$ cat src/rtl/tmds_decoder.sv
// tmds_decoder: receive-side TMDS channel decoder with word-boundary search.
// Finds the 10-bit word boundary from runs of control tokens, then decodes
// aligned words into an 8-bit video byte or a 2-bit control value.
// Optional build macro: TMDS_SLIP_CNT_EN enables the slip event counter on
// slip_count_out; without it the port is tied to zero.
module tmds_decoder #(
  parameter int unsigned CTRL_RUN   = 16,
  parameter int unsigned SEARCH_WIN = 2048,
  parameter int unsigned LOSS_WIN   = 4096
) (
  input  logic        clk_in,
  input  logic        rst_in,
  input  logic [9:0]  tmds_in,
  output logic [7:0]  data_out,
  output logic [1:0]  control_out,
  output logic        ve_out,
  output logic        locked_out,
  output logic [3:0]  offset_out,
  output logic [15:0] slip_count_out
);

  localparam int unsigned RUN_W  = $clog2(CTRL_RUN + 1);
  localparam int unsigned WIN_W  = $clog2(SEARCH_WIN);
  localparam int unsigned LOSS_W = $clog2(LOSS_WIN);

  localparam logic [RUN_W-1:0]  RUN_MAX  = RUN_W'(CTRL_RUN);
  localparam logic [WIN_W-1:0]  WIN_MAX  = WIN_W'(SEARCH_WIN - 1);
  localparam logic [LOSS_W-1:0] LOSS_MAX = LOSS_W'(LOSS_WIN - 1);

  typedef enum logic {S_SEARCH, S_LOCKED} state_e;

  state_e            state_q, state_d;
  logic [3:0]        offset_q, offset_d;
  logic [RUN_W-1:0]  run_q, run_d;
  logic [WIN_W-1:0]  win_q, win_d;
  logic [LOSS_W-1:0] loss_q, loss_d;
  logic [9:0]        prev_q, prev_d;
  logic [9:0]        aligned_q, aligned_d;
  logic [7:0]        data_q, data_d;
  logic [1:0]        control_q, control_d;
  logic              ve_q, ve_d;

  logic              is_ctrl_c;
  logic [1:0]        ctrl_val_c;
  logic [7:0]        dprime_c;
  logic [7:0]        dec_c;
  logic              run_done_c;
  logic [3:0]        next_off_c;

  // Alignment buffer and stage-1 word extraction at the current offset
  always_comb begin
    prev_d    = tmds_in;
    aligned_d = 10'({tmds_in, prev_q} >> offset_q);
  end

  // Token recognition and TMDS data decode of the stage-1 word
  always_comb begin
    is_ctrl_c  = 1'b1;
    ctrl_val_c = 2'b00;
    case (aligned_q)
      10'b1101010100: ctrl_val_c = 2'b00;
      10'b0010101011: ctrl_val_c = 2'b01;
      10'b0101010100: ctrl_val_c = 2'b10;
      10'b1010101011: ctrl_val_c = 2'b11;
      default:        is_ctrl_c  = 1'b0;
    endcase
    dprime_c = aligned_q[9] ? ~aligned_q[7:0] : aligned_q[7:0];
    dec_c    = '0;
    dec_c[0] = dprime_c[0];
    for (int i = 1; i < 8; i++) begin
      dec_c[i] = aligned_q[8] ? (dprime_c[i] ^ dprime_c[i-1])
                              : ~(dprime_c[i] ^ dprime_c[i-1]);
    end
  end

  // Lock FSM: next state, offset and saturating counters
  always_comb begin
    state_d    = state_q;
    offset_d   = offset_q;
    win_d      = win_q;
    loss_d     = loss_q;
    next_off_c = (offset_q == 4'd9) ? 4'd0 : offset_q + 4'd1;
    if (is_ctrl_c) begin
      run_d = (run_q == RUN_MAX) ? run_q : run_q + RUN_W'(1);
    end else begin
      run_d = '0;
    end
    run_done_c = (run_d == RUN_MAX);
    case (state_q)
      S_SEARCH: begin
        loss_d = '0;
        if (run_done_c) begin
          state_d = S_LOCKED;
          win_d   = '0;
        end else if (win_q == WIN_MAX) begin
          offset_d = next_off_c;
          run_d    = '0;
          win_d    = '0;
        end else begin
          win_d = win_q + WIN_W'(1);
        end
      end
      S_LOCKED: begin
        win_d = '0;
        if (run_done_c) begin
          loss_d = '0;
        end else if (loss_q == LOSS_MAX) begin
          state_d  = S_SEARCH;
          offset_d = next_off_c;
          run_d    = '0;
          loss_d   = '0;
        end else begin
          loss_d = loss_q + LOSS_W'(1);
        end
      end
      default: state_d = S_SEARCH;
    endcase
  end

  // Output stage: decoded value gated by the lock state taking effect this edge
  always_comb begin
    data_d    = '0;
    control_d = '0;
    ve_d      = 1'b0;
    if (state_d == S_LOCKED) begin
      if (is_ctrl_c) begin
        control_d = ctrl_val_c;
      end else begin
        data_d    = dec_c;
        ve_d      = 1'b1;
        control_d = control_q;
      end
    end
  end

  // State, pipeline and output registers
  always_ff @(posedge clk_in) begin
    if (rst_in) begin
      state_q   <= S_SEARCH;
      offset_q  <= '0;
      run_q     <= '0;
      win_q     <= '0;
      loss_q    <= '0;
      prev_q    <= '0;
      aligned_q <= '0;
      data_q    <= '0;
      control_q <= '0;
      ve_q      <= 1'b0;
    end else begin
      state_q   <= state_d;
      offset_q  <= offset_d;
      run_q     <= run_d;
      win_q     <= win_d;
      loss_q    <= loss_d;
      prev_q    <= prev_d;
      aligned_q <= aligned_d;
      data_q    <= data_d;
      control_q <= control_d;
      ve_q      <= ve_d;
    end
  end

  assign data_out    = data_q;
  assign control_out = control_q;
  assign ve_out      = ve_q;
  assign locked_out  = (state_q == S_LOCKED);
  assign offset_out  = offset_q;

`ifdef TMDS_SLIP_CNT_EN
  logic [15:0] slip_q, slip_d;

  // Count offset advances (search timeout or lock loss), saturating
  always_comb begin
    slip_d = slip_q;
    if ((offset_d != offset_q) && (slip_q != 16'hFFFF)) begin
      slip_d = slip_q + 16'd1;
    end
  end

  // Slip counter register
  always_ff @(posedge clk_in) begin
    if (rst_in) begin
      slip_q <= '0;
    end else begin
      slip_q <= slip_d;
    end
  end

  assign slip_count_out = slip_q;
`else
  assign slip_count_out = 16'h0000;
`endif

endmodule

$ cat config.mk
export PLATFORM = sky130hd
export DESIGN_NAME = tmds_decoder
export DESIGN_NICKNAME = d
export VERILOG_FILES = /design/src/rtl/tmds_decoder.sv
export SDC_FILE = /design/constraint.sdc
export NUM_CORES = 1
export LEC_CHECK = 0
export CAP_MARGIN = 20
export CELL_PAD_IN_SITES_DETAIL_PLACEMENT = 1
export CELL_PAD_IN_SITES_GLOBAL_PLACEMENT = 1
export CORE_UTILIZATION = 30
export CTS_CLUSTER_DIAMETER = 100
export DETAILED_ROUTE_END_ITERATION = 12
export PLACE_DENSITY_LB_ADDON = 0.1
export REMOVE_ABC_BUFFERS = 1
export SLEW_MARGIN = 5
export SYNTH_ARGS = -nofsm -noshare
export SYNTH_HDL_FRONTEND = slang
export SYNTH_SLANG_ARGS = --single-unit
$ cat constraint.sdc
create_clock -name clk_in -period 4 [get_ports clk_in]
set_clock_uncertainty 0.05 [all_clocks]
set_input_delay 1.2 -clock clk_in [delete_from_list [all_inputs] [get_ports clk_in]]
set_output_delay 1.2 -clock clk_in [all_outputs]
set_load 0.1 [all_outputs]
==> summary.md <==
| Metric | Value |
|---|---|
| Setup_tns | `0 ns` |
| Clk sinks | `64` |
| Post-CTS sizing | `0` |
| PortBufs | `27` |
| Fraction of layout cells with a size suffix above 1 | `about an eighth` |
| Maximum Capacitance Violations | `0` |
| Cts bufs inserted | `9` |
| Via count | `2473` |
| Hold-fix buffers at CTS | `0` |
| Fmax | `around 330 MHz` |
| Total power | `1490 uW` |
| Psw | `about 380 uW` |
| Tot GR Track Use | `14.1%` |
| Count of cell types in the netlist | `48` |
| Final GP Congestion | `between 0.7 and 0.8` |
| Primary FF master, synth | `dfxtp_1` |
| First-pass GRT wire length | `approximately 12000 um` |
| Setup Viol. Count Final | `0` |
| Final period util | `around 77%` |
| Gr ovfl total | `0` |
| Post-synth top area cell | `dfxtp_1` |
| Kind of launch point of the worst setup path | `flop` |
| CP endpoint kind | `output port` |
| Per-cell routed wire length | `14.2 um` |
| DRC viols | `0` |
| Clock share of power | `between 40 and 50%` |
| Final slew viol count | `0` |
| Share of the synthesized area in the top cell type | `38.9%` |
| CP cell instances | `clkdlybuf4s50_1` |
| Fin. Hold Viols | `0` |
| WP data required | `2.75 ns` |
| CTS Root Cell | `clkbuf_8` |
| EDFF count, synth | `0` |
| Clock Tree Buf Depth | `2` |
| RSZ-0062 raised after global routing | `false` |
| Setup CP Type | `flop to output port` |
| Slew @ Worst Pin | `between 0.9 and 1 ns` |
| Pwr per Cell Area | `385 nW/um^2` |
| Slew HR | `35.4%` |
| H-tree depth | `3` |
| Post-synthesis average cell area | `roughly 9 um^2` |
| Max stage delay on crit path | `1.13 ns` |
| Fill cells | `around 1200` |
| Number of global-route vias before repair | `between 2000 and 2500` |
| Commonest cells in the netlist | `dfxtp_1, nor2_1, mux2i_1` |
| Worst-Skew Late Latency | `between 0.3 and 0.4 ns` |
| Top-count cell post-synth | `dfxtp_1` |
| Layout area overhead | `17.4%` |
| 1st-iter DRT viols | `90` |
| Drt total wl | `roughly 7400 um` |
| Crit-path leading delay family | `buffers and inverters` |
| Initial antenna violation count | `0` |
| Post-route minimum period | `slightly above 3 ns` |
| Sw Ratio | `about a quarter` |
| Crit path buf inv count | `1` |
| Postcts setup bufs | `0` |
| P_int | `roughly 1100 uW` |
| Critical Path Fanout Max | `2` |
| Final net count | `about 400` |
| Worst hold path type | `flop to flop` |
| Leak Pwr | `approximately 0.0014 uW` |
| Antenna cells | `0` |
| Largest net degree at the start of global routing | `27` |
| Ys async rst share | `0%` |
| CP arrival | `roughly 1.8 ns` |
| DR pass1 iterations | `3` |
| Synthesis-stage register bit count | `64` |
| Synth Warn # | `0` |
| Register Area | `~1300 um^2` |
| Register area share after synthesis | `approximately two fifths` |
| CTS tree | `done` |
| DIE AREA | `approximately 11000 um^2` |
| Peak supply drop | `approximately 0.13 mV` |
| Row count | `37` |
| Detailed Place HPWL | `around 5600 um` |
| Synth top area cells | `dfxtp_1, mux2i_1, nor2_1` |
| Synthesized area | `3290 um^2` |
| DIE HEIGHT | `107 um` |
| DRT antenna net count | `0` |
| DR vias/cell | `around 4.7` |
| Logic pwr share | `9.6%` |
| Core Area | `10500 um^2` |
| Die Wd | `~110 um` |
| Clk slew on worst S/H paths | `0.07 ns` |
| Syn Inst Count | `approximately 360` |
| Crit-path slowest cell | `clkdlybuf4s50_1` |
| Initial core utilization | `31.5%` |
| # IOs | `44` |
| Multi-input gate area | `about 1800 um^2` |
| Seq pwr share | `44.3%` |
| Status | `finished clean` |
[path summary, 6_finish.rpt]
kind | startpoint | endpoint | slack, ns | cells past startpoint
worst max register to register | run_q[0]$_SDFF_PP0_ | run_q[0]$_SDFF_PP0_ | 1.43 | 8
worst max-delay path | control_out[1]$_SDFFE_PP0P_ | control_out[1] | 0.94 | 1
worst min-delay path | loss_q[0]$_SDFF_PP0_ | loss_q[0]$_SDFF_PP0_ | 0.42 | 1
worst min register to register | loss_q[0]$_SDFF_PP0_ | loss_q[0]$_SDFF_PP0_ | 0.42 | 1
[placed cells by master, fill, tap and decap left out, types with 2 or more instances in the layout]
master and count:
a211o_1 2, buf_4 11, clkbuf_8 9, dfxtp_1 64, nand3_1 16, nor3_1 3
o21ai_0 4, nand2_1 16, mux2i_1 24, and2_1 3, and3b_1 2, nor2b_1 18
a211oi_1 12, nor3b_1 2, mux2_2 5, mux4_2 3, a21oi_1 11, xnor2_1 23
nor2_1 56, clkinv_4 2, clkinv_1 2, or3_1 2, a31oi_1 3, bufinv_16 3
and4bb_1 2, xor2_1 11, inv_1 10, ha_1 4, nand4_1 6, clkdlybuf4s50_1 22
conb_1 16
[cell families after synthesis]
group	share of synthesized area, %
xor+xnor	9.05
fa+ha+maj	1.52
buf+inv	7.41
other cells	0.114
simple gates	20.3
mux	11.1
flops	38.9
compound gates	11.6
[area by class of cell]
type                    instances  area share [%]
multi-input cells             263            47.2
flip-flops and latches         64            33.1
repair buffers                 33            7.83
well taps                     136            4.40
clock buffers                   9            3.20
clock inverters                 7            3.11
inverters                      12            1.17
[sequential cells by signal, indices dropped and copies added, names as in the netlist]
name and count:
offset_out 4, data_out 8, locked_out 1, ve_out 1, aligned_q 10, run_q 5, win_q 11, prev_q 10
control_out 2, loss_q 12
[through the flow]
stage | cell area, um^2 | setup slack, ns | util, % | hold WS, ns | std cells
global placement | 3620 | 1.05 | 34.6 | 0.392 | 508
floorplan | 3150 | 0.820 | - | 0.368 | 339
detailed placement | 3620 | 1.02 | 34.6 | 0.417 | 508
finish | 3870 | 0.935 | 37.0 | 0.423 | 524
global route | 3870 | 0.860 | 37.0 | 0.451 | 524
CTS | 3870 | 0.890 | 37.0 | 0.431 | 524
[per-layer routing]
layer | wire (um) | up-vias | global-route usage, %
met1 | 3890 | 1175 | 19.3
met4 | 133 | 0 | 6.75
met2 | 3220 | 42 | 21.2
met3 | 189 | 12 | 2.55
met5 | 0 | - | 0
li1 | - | 1244 | -
[power groups by stage]
stage                     Combinational (uW)  Sequential (uW)  Clock, uW
after floorplan                          112              671          0
after global placement                   143              674          0
after detailed placement                 143              674          0
after CTS                                144              659        715
after global routing                     154              661        739
final                                    143              659        687
Power figures use the tool's default switching activity.
